## src/rtl/led_arb_pkg.sv

```systemverilog
// Shared definitions for the status-LED arbiter: pattern codes, FSM states
// and the round-robin search helper.
package led_arb_pkg;

  typedef enum logic [1:0] {
    PAT_OFF  = 2'b00,
    PAT_ON   = 2'b01,
    PAT_SLOW = 2'b10,
    PAT_FAST = 2'b11
  } pat_e;

  typedef enum logic [1:0] {
    ST_IDLE  = 2'd0,
    ST_GRANT = 2'd1,
    ST_GAP   = 2'd2
  } state_e;

  // First set request strictly after 'last', wrapping over n entries (n <= 8).
  // Returns 'last' when nothing is set; callers gate on |req.
  function automatic int unsigned rr_next(input logic [7:0] req,
                                          input int unsigned last,
                                          input int unsigned n);
    int unsigned idx;
    logic        found;
    rr_next = last;
    found   = 1'b0;
    for (int unsigned k = 1; k <= 8; k++) begin
      idx = (last + k) % n;
      if (!found && k <= n && req[idx[2:0]]) begin
        rr_next = idx;
        found   = 1'b1;
      end
    end
  endfunction

endpackage

```

## src/rtl/led_share_arbiter_if.sv

```systemverilog
// Requester/LED bundle of the status-LED arbiter.
// master: requesters side, slave: arbiter side.
interface led_share_arbiter_if #(
  parameter int unsigned N_REQ = 4
) ();
  logic [N_REQ-1:0]   req;
  logic [2*N_REQ-1:0] pattern;
  logic               led;
  logic [N_REQ-1:0]   grant;
  logic               grant_valid;
  logic               slot_done;

  modport master (output req, pattern, input led, grant, grant_valid, slot_done);
  modport slave  (input req, pattern, output led, grant, grant_valid, slot_done);
endinterface

```

## src/rtl/button_debounce.sv

```systemverilog
// Push-button conditioner: 2-FF synchronizer, stable-time filter and a
// one-cycle pulse on each debounced rising edge.
module button_debounce #(
  parameter int unsigned DEBOUNCE_CYCLES = 1_000_000
) (
  input  logic clk,
  input  logic rst,
  input  logic button,
  output logic rise
);
  localparam int unsigned CNT_W = (DEBOUNCE_CYCLES > 1) ? $clog2(DEBOUNCE_CYCLES) : 1;

  logic [1:0]       sync;
  logic             stable;
  logic             stable_d;
  logic [CNT_W-1:0] cnt;

  // Synchronize, accept a new level only after it held DEBOUNCE_CYCLES cycles
  always_ff @(posedge clk or posedge rst) begin
    if (rst) begin
      sync     <= '0;
      stable   <= 1'b0;
      stable_d <= 1'b0;
      cnt      <= '0;
    end else begin
      sync     <= {sync[0], button};
      stable_d <= stable;
      if (sync[1] != stable) begin
        if (cnt == CNT_W'(DEBOUNCE_CYCLES - 1)) begin
          stable <= sync[1];
          cnt    <= '0;
        end else begin
          cnt <= cnt + 1'b1;
        end
      end else begin
        cnt <= '0;
      end
    end
  end

  assign rise = stable & ~stable_d;
endmodule

```

## src/rtl/led_share_arbiter.sv

```systemverilog
// Round-robin sharing of the single board status LED between N_REQ requesters.
// Each grant owns the LED for one slot, then the LED is dark for a gap.
// Optional manual advance by push-button: define LED_ARB_BUTTON_EN.
module led_share_arbiter
  import led_arb_pkg::*;
#(
  parameter int unsigned N_REQ           = 4,
  parameter int unsigned SLOT_CYCLES     = 50_000_000,
  parameter int unsigned GAP_CYCLES      = 1_000_000,
  parameter int unsigned SLOW_BIT        = 24,
  parameter int unsigned FAST_BIT        = 22,
  parameter int unsigned DEBOUNCE_CYCLES = 1_000_000
) (
  input  logic                 clk,
  input  logic                 rst,
  input  logic                 button,
  led_share_arbiter_if.slave   bus
);
  localparam int unsigned PTR_W  = $clog2(N_REQ);
  localparam int unsigned SLOT_W = $clog2(SLOT_CYCLES);
  localparam int unsigned GAP_W  = (GAP_CYCLES > 1) ? $clog2(GAP_CYCLES) : 1;

  logic [1:0] rst_pipe;
  logic       rst_int;

  state_e              state, state_n;
  logic [N_REQ-1:0]    grant, grant_n;
  logic [PTR_W-1:0]    last_ptr, last_n;
  logic [SLOT_W-1:0]   slot_cnt, slot_n;
  logic [SLOW_BIT:0]   phase_cnt, phase_n;
  logic [GAP_W-1:0]    gap_cnt, gap_n;
  logic                led_q, led_n;
  logic                done_q, done_n;
  logic                owner_req;
  pat_e                owner_pat;
  logic                slot_end;
  logic                btn_rise;
  int unsigned         pick;

`ifdef LED_ARB_BUTTON_EN
  button_debounce #(.DEBOUNCE_CYCLES(DEBOUNCE_CYCLES)) u_button_debounce (
    .clk    (clk),
    .rst    (rst_int),
    .button (button),
    .rise   (btn_rise)
  );
`else
  localparam int unsigned unused_debounce = DEBOUNCE_CYCLES;
  logic unused_button;
  assign unused_button = button;
  assign btn_rise      = 1'b0;
`endif

  // Reset asserts asynchronously, releases two clock edges later
  always_ff @(posedge clk or posedge rst) begin
    if (rst) rst_pipe <= '1;
    else     rst_pipe <= {rst_pipe[0], 1'b0};
  end
  assign rst_int = rst_pipe[1];

  // last_ptr is the current owner while in GRANT
  assign owner_req = bus.req[last_ptr];
  assign owner_pat = pat_e'(bus.pattern[{last_ptr, 1'b0} +: 2]);
  assign slot_end  = (slot_cnt == SLOT_W'(SLOT_CYCLES - 1)) || !owner_req || btn_rise;
  assign pick      = rr_next(8'(bus.req), 32'(last_ptr), N_REQ);

  // State, counters and registered outputs
  always_ff @(posedge clk or posedge rst_int) begin
    if (rst_int) begin
      state     <= ST_IDLE;
      grant     <= '0;
      last_ptr  <= PTR_W'(N_REQ - 1);
      slot_cnt  <= '0;
      phase_cnt <= '0;
      gap_cnt   <= '0;
      led_q     <= 1'b0;
      done_q    <= 1'b0;
    end else begin
      state     <= state_n;
      grant     <= grant_n;
      last_ptr  <= last_n;
      slot_cnt  <= slot_n;
      phase_cnt <= phase_n;
      gap_cnt   <= gap_n;
      led_q     <= led_n;
      done_q    <= done_n;
    end
  end

  // Next-state, arbitration and LED pattern mux
  always_comb begin
    state_n = state;
    grant_n = grant;
    last_n  = last_ptr;
    slot_n  = slot_cnt;
    phase_n = phase_cnt;
    gap_n   = gap_cnt;
    led_n   = 1'b0;
    done_n  = 1'b0;
    case (state)
      ST_IDLE: begin
        if (|bus.req) begin
          last_n          = PTR_W'(pick);
          grant_n         = '0;
          grant_n[last_n] = 1'b1;
          slot_n          = '0;
          phase_n         = '0;
          state_n         = ST_GRANT;
        end
      end
      ST_GRANT: begin
        slot_n  = slot_cnt + 1'b1;
        phase_n = phase_cnt + 1'b1;
        case (owner_pat)
          PAT_OFF:  led_n = 1'b0;
          PAT_ON:   led_n = 1'b1;
          PAT_SLOW: led_n = phase_cnt[SLOW_BIT];
          PAT_FAST: led_n = phase_cnt[FAST_BIT];
          default:  led_n = 1'b0;
        endcase
        // Timeout, release and button share one exit, so one pulse at most
        if (slot_end) begin
          done_n  = 1'b1;
          grant_n = '0;
          led_n   = 1'b0;
          gap_n   = '0;
          state_n = ST_GAP;
        end
      end
      ST_GAP: begin
        grant_n = '0;
        gap_n   = gap_cnt + 1'b1;
        if (gap_cnt == GAP_W'(GAP_CYCLES - 1)) state_n = ST_IDLE;
      end
      default: begin
        grant_n = '0;
        state_n = ST_IDLE;
      end
    endcase
  end

  assign bus.led         = led_q;
  assign bus.grant       = grant;
  assign bus.grant_valid = |grant;
  assign bus.slot_done   = done_q;

endmodule

```

## src/flat_wrapper.sv

```systemverilog
// flat-port wrapper written by rule: the top's interface ports become plain ports
module led_share_arbiter_flat import led_arb_pkg::*;
#(
  parameter int unsigned N_REQ           = 4,
  parameter int unsigned SLOT_CYCLES     = 50_000_000,
  parameter int unsigned GAP_CYCLES      = 1_000_000,
  parameter int unsigned SLOW_BIT        = 24,
  parameter int unsigned FAST_BIT        = 22,
  parameter int unsigned DEBOUNCE_CYCLES = 1_000_000
)
  (clk, rst, button, bus_req, bus_pattern, bus_led, bus_grant, bus_grant_valid, bus_slot_done);
  led_share_arbiter_if #(.N_REQ(N_REQ)) bus_i ();
  input  logic clk;
  input  logic rst;
  input  logic button;
  input wire logic [$bits(bus_i.req)-1:0] bus_req;
  input wire logic [$bits(bus_i.pattern)-1:0] bus_pattern;
  output wire logic [$bits(bus_i.led)-1:0] bus_led;
  output wire logic [$bits(bus_i.grant)-1:0] bus_grant;
  output wire logic [$bits(bus_i.grant_valid)-1:0] bus_grant_valid;
  output wire logic [$bits(bus_i.slot_done)-1:0] bus_slot_done;
  assign bus_i.req = bus_req;
  assign bus_i.pattern = bus_pattern;
  assign bus_led = bus_i.led;
  assign bus_grant = bus_i.grant;
  assign bus_grant_valid = bus_i.grant_valid;
  assign bus_slot_done = bus_i.slot_done;
  led_share_arbiter #(.N_REQ(N_REQ), .SLOT_CYCLES(SLOT_CYCLES), .GAP_CYCLES(GAP_CYCLES), .SLOW_BIT(SLOW_BIT), .FAST_BIT(FAST_BIT), .DEBOUNCE_CYCLES(DEBOUNCE_CYCLES)) u_core (.clk(clk), .rst(rst), .button(button), .bus(bus_i));
endmodule
```

## config.mk

```make
export PLATFORM = sky130hd
export DESIGN_NAME = led_share_arbiter_flat
export DESIGN_NICKNAME = d
export VERILOG_FILES = /design/src/rtl/led_arb_pkg.sv /design/src/rtl/led_share_arbiter_if.sv /design/src/rtl/button_debounce.sv /design/src/rtl/led_share_arbiter.sv /design/src/flat_wrapper.sv
export SDC_FILE = /design/constraint.sdc
export NUM_CORES = 1
export LEC_CHECK = 0
export CAP_MARGIN = 20
export CORE_ASPECT_RATIO = 1.2
export CORE_UTILIZATION = 43
export CTS_CLUSTER_DIAMETER = 40
export DETAILED_ROUTE_END_ITERATION = 6
export PLACE_DENSITY = 0.65
export SLEW_MARGIN = 20
export SYNTH_ARGS = -nofsm -noshare
export SYNTH_HDL_FRONTEND = slang
export SYNTH_HIERARCHICAL = 1
export SYNTH_SLANG_ARGS = --single-unit
export TNS_END_PERCENT = 100
```

## constraint.sdc

```tcl
create_clock -name clk -period 2.4 [get_ports clk]
set_input_delay 0.48 -clock clk [delete_from_list [all_inputs] [get_ports clk]]
set_output_delay 0.48 -clock clk [all_outputs]
set_load 0.1 [all_outputs]
```

# Yosys cells after proc, flatten, opt, wreduce, memory -nomap -nowiden
# Cells that the tools add are included.
dict set report word_totals {
  ff_bits 83
  in_bits 15
  out_inout_bits 7
  wordCells 91
}
dict set report classes {
  add_sub_neg 7
  order_cmp 7
  eq_ne 10
  n_shift 1
  muxes 37
  n_reduce_logical 20
}
# cell count
set ops {}
lappend ops {{26-bit case mux with 2 select lines} 1}
lappend ops {{25-bit case mux with 2 select lines} 1}
lappend ops {{20-bit case mux with 2 select lines} 1}
lappend ops {{26-bit by 1-bit adder with 26-bit output, second input constant} 1}
lappend ops {{26-bit == test, second input constant} 1}
lappend ops {{26-bit two-way mux} 1}
lappend ops {{25-bit by 1-bit adder with 25-bit output, second input constant} 1}
lappend ops {{25-bit two-way mux} 1}
lappend ops {{20-bit by 1-bit adder with 20-bit output, second input constant} 1}
lappend ops {{20-bit == test, second input constant} 1}
lappend ops {{20-bit two-way mux} 1}
lappend ops {{2-bit by 4-bit < comparator with 1-bit output, second input constant} 4}
lappend ops {{2-bit two-way mux} 7}
lappend ops {{1-bit two-way mux} 13}
lappend ops {{1-bit binary-select mux with 2-bit select} 5}
lappend ops {{4-bit two-way mux} 2}
lappend ops {{4-bit case mux with 2 select lines} 1}
lappend ops {{2-bit AND reduction} 4}
lappend ops {{4-bit OR reduction} 2}
lappend ops {{8-bit by 4-bit indexed part select with 2-bit output} 1}
lappend ops {{2-bit == test, second input constant} 3}
lappend ops {{2-bit by 3-bit < comparator with 1-bit output, second input constant} 2}
lappend ops {{2-bit by 1-bit != test with 1-bit output, second input constant} 3}
lappend ops {{2-bit case mux with 3 select lines} 1}
lappend ops {{12 further kinds} 23}

# Logic depth before layout (Yosys ltp)
dict set report depth {
  depth_word 19
  depth_mapped 8
  ltp_nobuf 5
}

# Least setup slack after synthesis
# Ideal clock, no wire load.
dict set report synth_path {
  kind {flip-flop to output port}
  startpoint {reg u_core.grant[3], in the netlist u_core/bus.grant[3]}
  endpoint {out bus_grant_valid}
  arrival_time_ps 1827
  t_required_ps 1920
  path_slack_ps 93
  stages_incl_launch_ff 2
  n_path_buf 0
  path_cell_list {dfrtp_1 > or4_1}
}
dict set report synth_between {
  elab_chain_cells 1
}
# item line_no
set synth_rtl {}
lappend synth_rtl {{start: declaration} led_share_arbiter.sv:27} ;# logic [N_REQ-1:0] grant, grant_n;
lappend synth_rtl {{start signal: assignment} led_share_arbiter.sv:80} ;# grant <= grant_n;
lappend synth_rtl {{4-bit OR reduction} led_share_arbiter.sv:144} ;# assign bus.grant_valid = |grant;
lappend synth_rtl {{end: declaration} flat_wrapper.sv:20} ;# output wire logic [$bits(bus_i.grant_valid)-1:0] bus_grant_valid;
# No other way between the ends.

# Final worst setup path
dict set report layout_path {
  startpoint {reg u_core.slot_cnt[0]}
  endpoint {reg u_core.gap_cnt[18]}
}
dict set report layout_between {
  elab_chain_cells 4
}
# item line_no
set layout_rtl {}
lappend layout_rtl {{start: declaration} led_share_arbiter.sv:29} ;# logic [SLOT_W-1:0] slot_cnt, slot_n;
lappend layout_rtl {{start signal: assignment} led_share_arbiter.sv:82} ;# slot_cnt <= slot_n;
lappend layout_rtl {{26-bit == test} led_share_arbiter.sv:64} ;# assign slot_end = (slot_cnt == SLOT_W'(SLOT_CYCLES - 1)) || !owner_req || btn_rise;
lappend layout_rtl {{1-bit logical OR} led_share_arbiter.sv:64}
lappend layout_rtl {{2-bit by 1-bit != test with 1-bit output (no source line)} n/a}
lappend layout_rtl {{2-bit AND reduction (no source line)} n/a}
lappend layout_rtl {{end signal: assignment} led_share_arbiter.sv:84} ;# gap_cnt <= gap_n;
lappend layout_rtl {{end: declaration} led_share_arbiter.sv:31} ;# logic [GAP_W-1:0] gap_cnt, gap_n;
# No other way between the ends.
# A chain may end at the register's enable or synchronous reset.

==> summary.txt <==
status - completed
core region area - 0.0101 mm^2
syn avg cell area - 9.89 um^2
worst-path fanout max - 16
register bit count reported by yosys - 83
Worst VDD drop - 0.367 mV
Post-Syn Nets - 471
CP Class - flip-flop to flip-flop
slew margin rel. - 0.559
port bufs - 20
Worst Reg2Reg Path Length in Cells - 6
DRT Pass-1 Iters - 4
Final min period - 2.13 ns
site row count - 40
post-route setup TNS - 0 ns
WP data required - 2.61 ns
max cap viols - 0
Switching Share - 0.186
LEAKAGE - 2.28 nW
starting density of the core - 0.445
DP HPWL - 6660 um
die area - 0.0108 mm^2
post-synth top area share - 0.441
synth cell count leaders - dfrtp_1 (79), nand2_1 (65), mux2i_1 (33), nand3_1 (33), nand4_1 (27)
Clock Latency Late Sink - 0.33 ns
final setup margin - 0.269 ns
top cells by area, synth - dfrtp_1 (44%), mux2i_1 (7.4%), nand2_1 (5.4%)
slowest CP cell - o32ai_2
Area Overhead vs Synth - 16.8%
Fmax achieved - 0.469 GHz
Arrival @ worst endpoint - 2.34 ns
Worst R2R Start - u_core/slot_cnt[0]
RSZ-0062 raised after global routing - no
Max Slew Vio Count - 0
Tot GR Track Use - 0.191
count of final setup violators - 0
top cell type by total area after synthesis - dfrtp_1
CP cell instances - ha_1, and3_1, nand4_1, o32ai_2, buf_12, o21ai_0
placed cells - 593
synth warn - 6
Crit. End Element - flip-flop
number of synthesized flops with an enable pin - 0
I/O pin total - 22
CP startpoint kind - flip-flop
wire length of the first global-routing pass - 16200 um
CTS root buf - clkbuf_16
Pint - 2.54 mW
share of cells above drive strength 1 - 0.114
Syn Inst Count - 453
TritonCTS clock tree - built
sequential area share after synthesis - 0.465
nets - 496
DR WL/cell - 15.4 um
# DRC - 0
number of DRC markers in iteration 0 - 154
Flop pwr share - 0.451
power share of the clock group - 0.523
drt total wl - 9410 um
clock sinks - 83
Worst-path clk slew - 0.06 ns
fillers - 906
H-Tree Depth - 3
Post-synth top flop - dfrtp_1
synthesized area - 0.00448 mm^2
CTS-repair resized insts - 0
Gate power share - 0.025
Netlist cell types - 54
cts-stage hold buffer count - 0
largest net degree at the start of global routing - 56
worst-case clock buffer depth - 2
fin cells - 609
number of buffers created by CTS - 9
gp weighted congestion - 0.794
GR Overflow Total - 0
pwr/cell area - 596 mW/mm^2
Final Hold Viols - 0
Setup Slack @ Placement - 0.189 ns
slowest stage delay, CP - 0.45 ns
Die X - 95.2 um
Post-Route Skew - 0.00497 ns
Switch Pwr - 578 uW
antenna-violating nets left - 0
internal reg-to-reg setup slack - 0.27 ns
part of the cycle the worst path needs - 0.888
post-CTS setup buffer count - 0
capture point of the worst reg-to-reg path - u_core/gap_cnt[18]
via count - 3566
Avg Vias per Cell - 5.86
Hold WC Path Type - flip-flop to asynchronous set/reset pin
asr flop ratio synth - 1.00
Least-Margin Pin Slew - 0.655 ns
antenna violations before repair - 0
Die Ht - 114 um
top-count cell post-synth - dfrtp_1
# diodes - 0
vias in the first global route - 3581
## worst max-delay path by stage
stage,start,cells after the start,end,slack (ns)
floorplan,u_core/bus.grant[3],1,bus_grant_valid,0.09
global placement,bus_req[1],6,u_core/phase_cnt[23],0.25
detailed placement,bus_req[1],6,u_core/phase_cnt[23],0.19
CTS,u_core/slot_cnt[0],6,u_core/gap_cnt[18],0.29
global route,u_core/slot_cnt[0],6,u_core/gap_cnt[0],0.13
finish,u_core/slot_cnt[0],6,u_core/gap_cnt[18],0.27
## cells in the final DEF (no fill, tap or decap), types with 13 or more instances in the layout
master	n
buf_4	16
clkdlybuf4s50_1	13
dfrtp_1	79
mux2i_1	33
nand2_1	65
nand3_1	33
nand4_1	27
nor2_1	15
o211ai_1	15
o21ai_0	22
o31ai_1	13
## per-stage QoR
| step | hold WS [ns] | util | power [mW] | instance area, um^2 |
|---|---|---|---|---|
| CTS | 0.356 | 0.520 | 3.16 | 5230 |
| floorplan | 0.345 | - | 1.47 | 4480 |
| detailed placement | 0.348 | 0.484 | 1.51 | 4870 |
| global route | 0.358 | 0.520 | 3.22 | 5230 |
| global placement | 0.346 | 0.484 | 1.51 | 4870 |
| finish | 0.324 | 0.520 | 3.11 | 5230 |
## power by group through the flow
stage / Sequential [mW] / Combinational (mW) / Clock [mW]
finish: 1.41 / 0.0786 / 1.63
global route: 1.41 / 0.0889 / 1.73
CTS: 1.41 / 0.0812 / 1.67
detailed placement: 1.43 / 0.0813 / 0
global placement: 1.43 / 0.0792 / 0
floorplan: 1.43 / 0.0398 / 0
## routing by layer
layer	track usage	vias up	routed length, um
li1	-	1768	-
met1	0.226	1743	4100
met2	0.331	39	4910
met3	0.0327	16	216
met4	0.0919	0	177
met5	0	-	0
## registers in the layout, indices dropped and copies added, names as in the netlist
signal                count
u_core/slot_cnt          26
u_core/gap_cnt           20
u_core/last_ptr           2
u_core/rst_pipe           2
u_core/bus.slot_done      1
u_core/bus.grant          4
u_core/bus.led            1
u_core/state              2
u_core/phase_cnt         25
## kinds of logic (layout without fill, tap and decap cells)
family | Yosys count | after routing | share of synthesized area
XOR/XNOR | 10 | 10 | 0.0196
other | 1 | 1 | 0.000837
flip-flops | 83 | 83 | 0.465
adder cells (fa/ha/maj) | 3 | 3 | 0.00838
buffers and inverters | 28 | 58 | 0.0305
AO/OA/AOI/OAI | 77 | 77 | 0.120
multiplexers | 36 | 36 | 0.0889
AND/OR/NAND/NOR | 215 | 215 | 0.267
## critical path, delay by kind of cell (launching register included)
kind	cells	cell delay, ns
and+or+nand+nor	2	0.65
AOI/OAI and AO/OA	2	0.55
DFF	1	0.41
buffers and inverters	1	0.18
adders and majority gates	1	0.21
## area by class of cell
type | count | area, um^2 | area share
inverters | 9 | 37.5 | 0.00718
well taps | 126 | 158 | 0.0302
flip-flops and latches | 83 | 2080 | 0.398
clock buffers | 12 | 267 | 0.0510
multi-input cells | 342 | 2260 | 0.432
repair buffers | 33 | 330 | 0.0632
clock inverters | 4 | 95.1 | 0.0182
No activity file was read; power rests on OpenSTA's default activity.
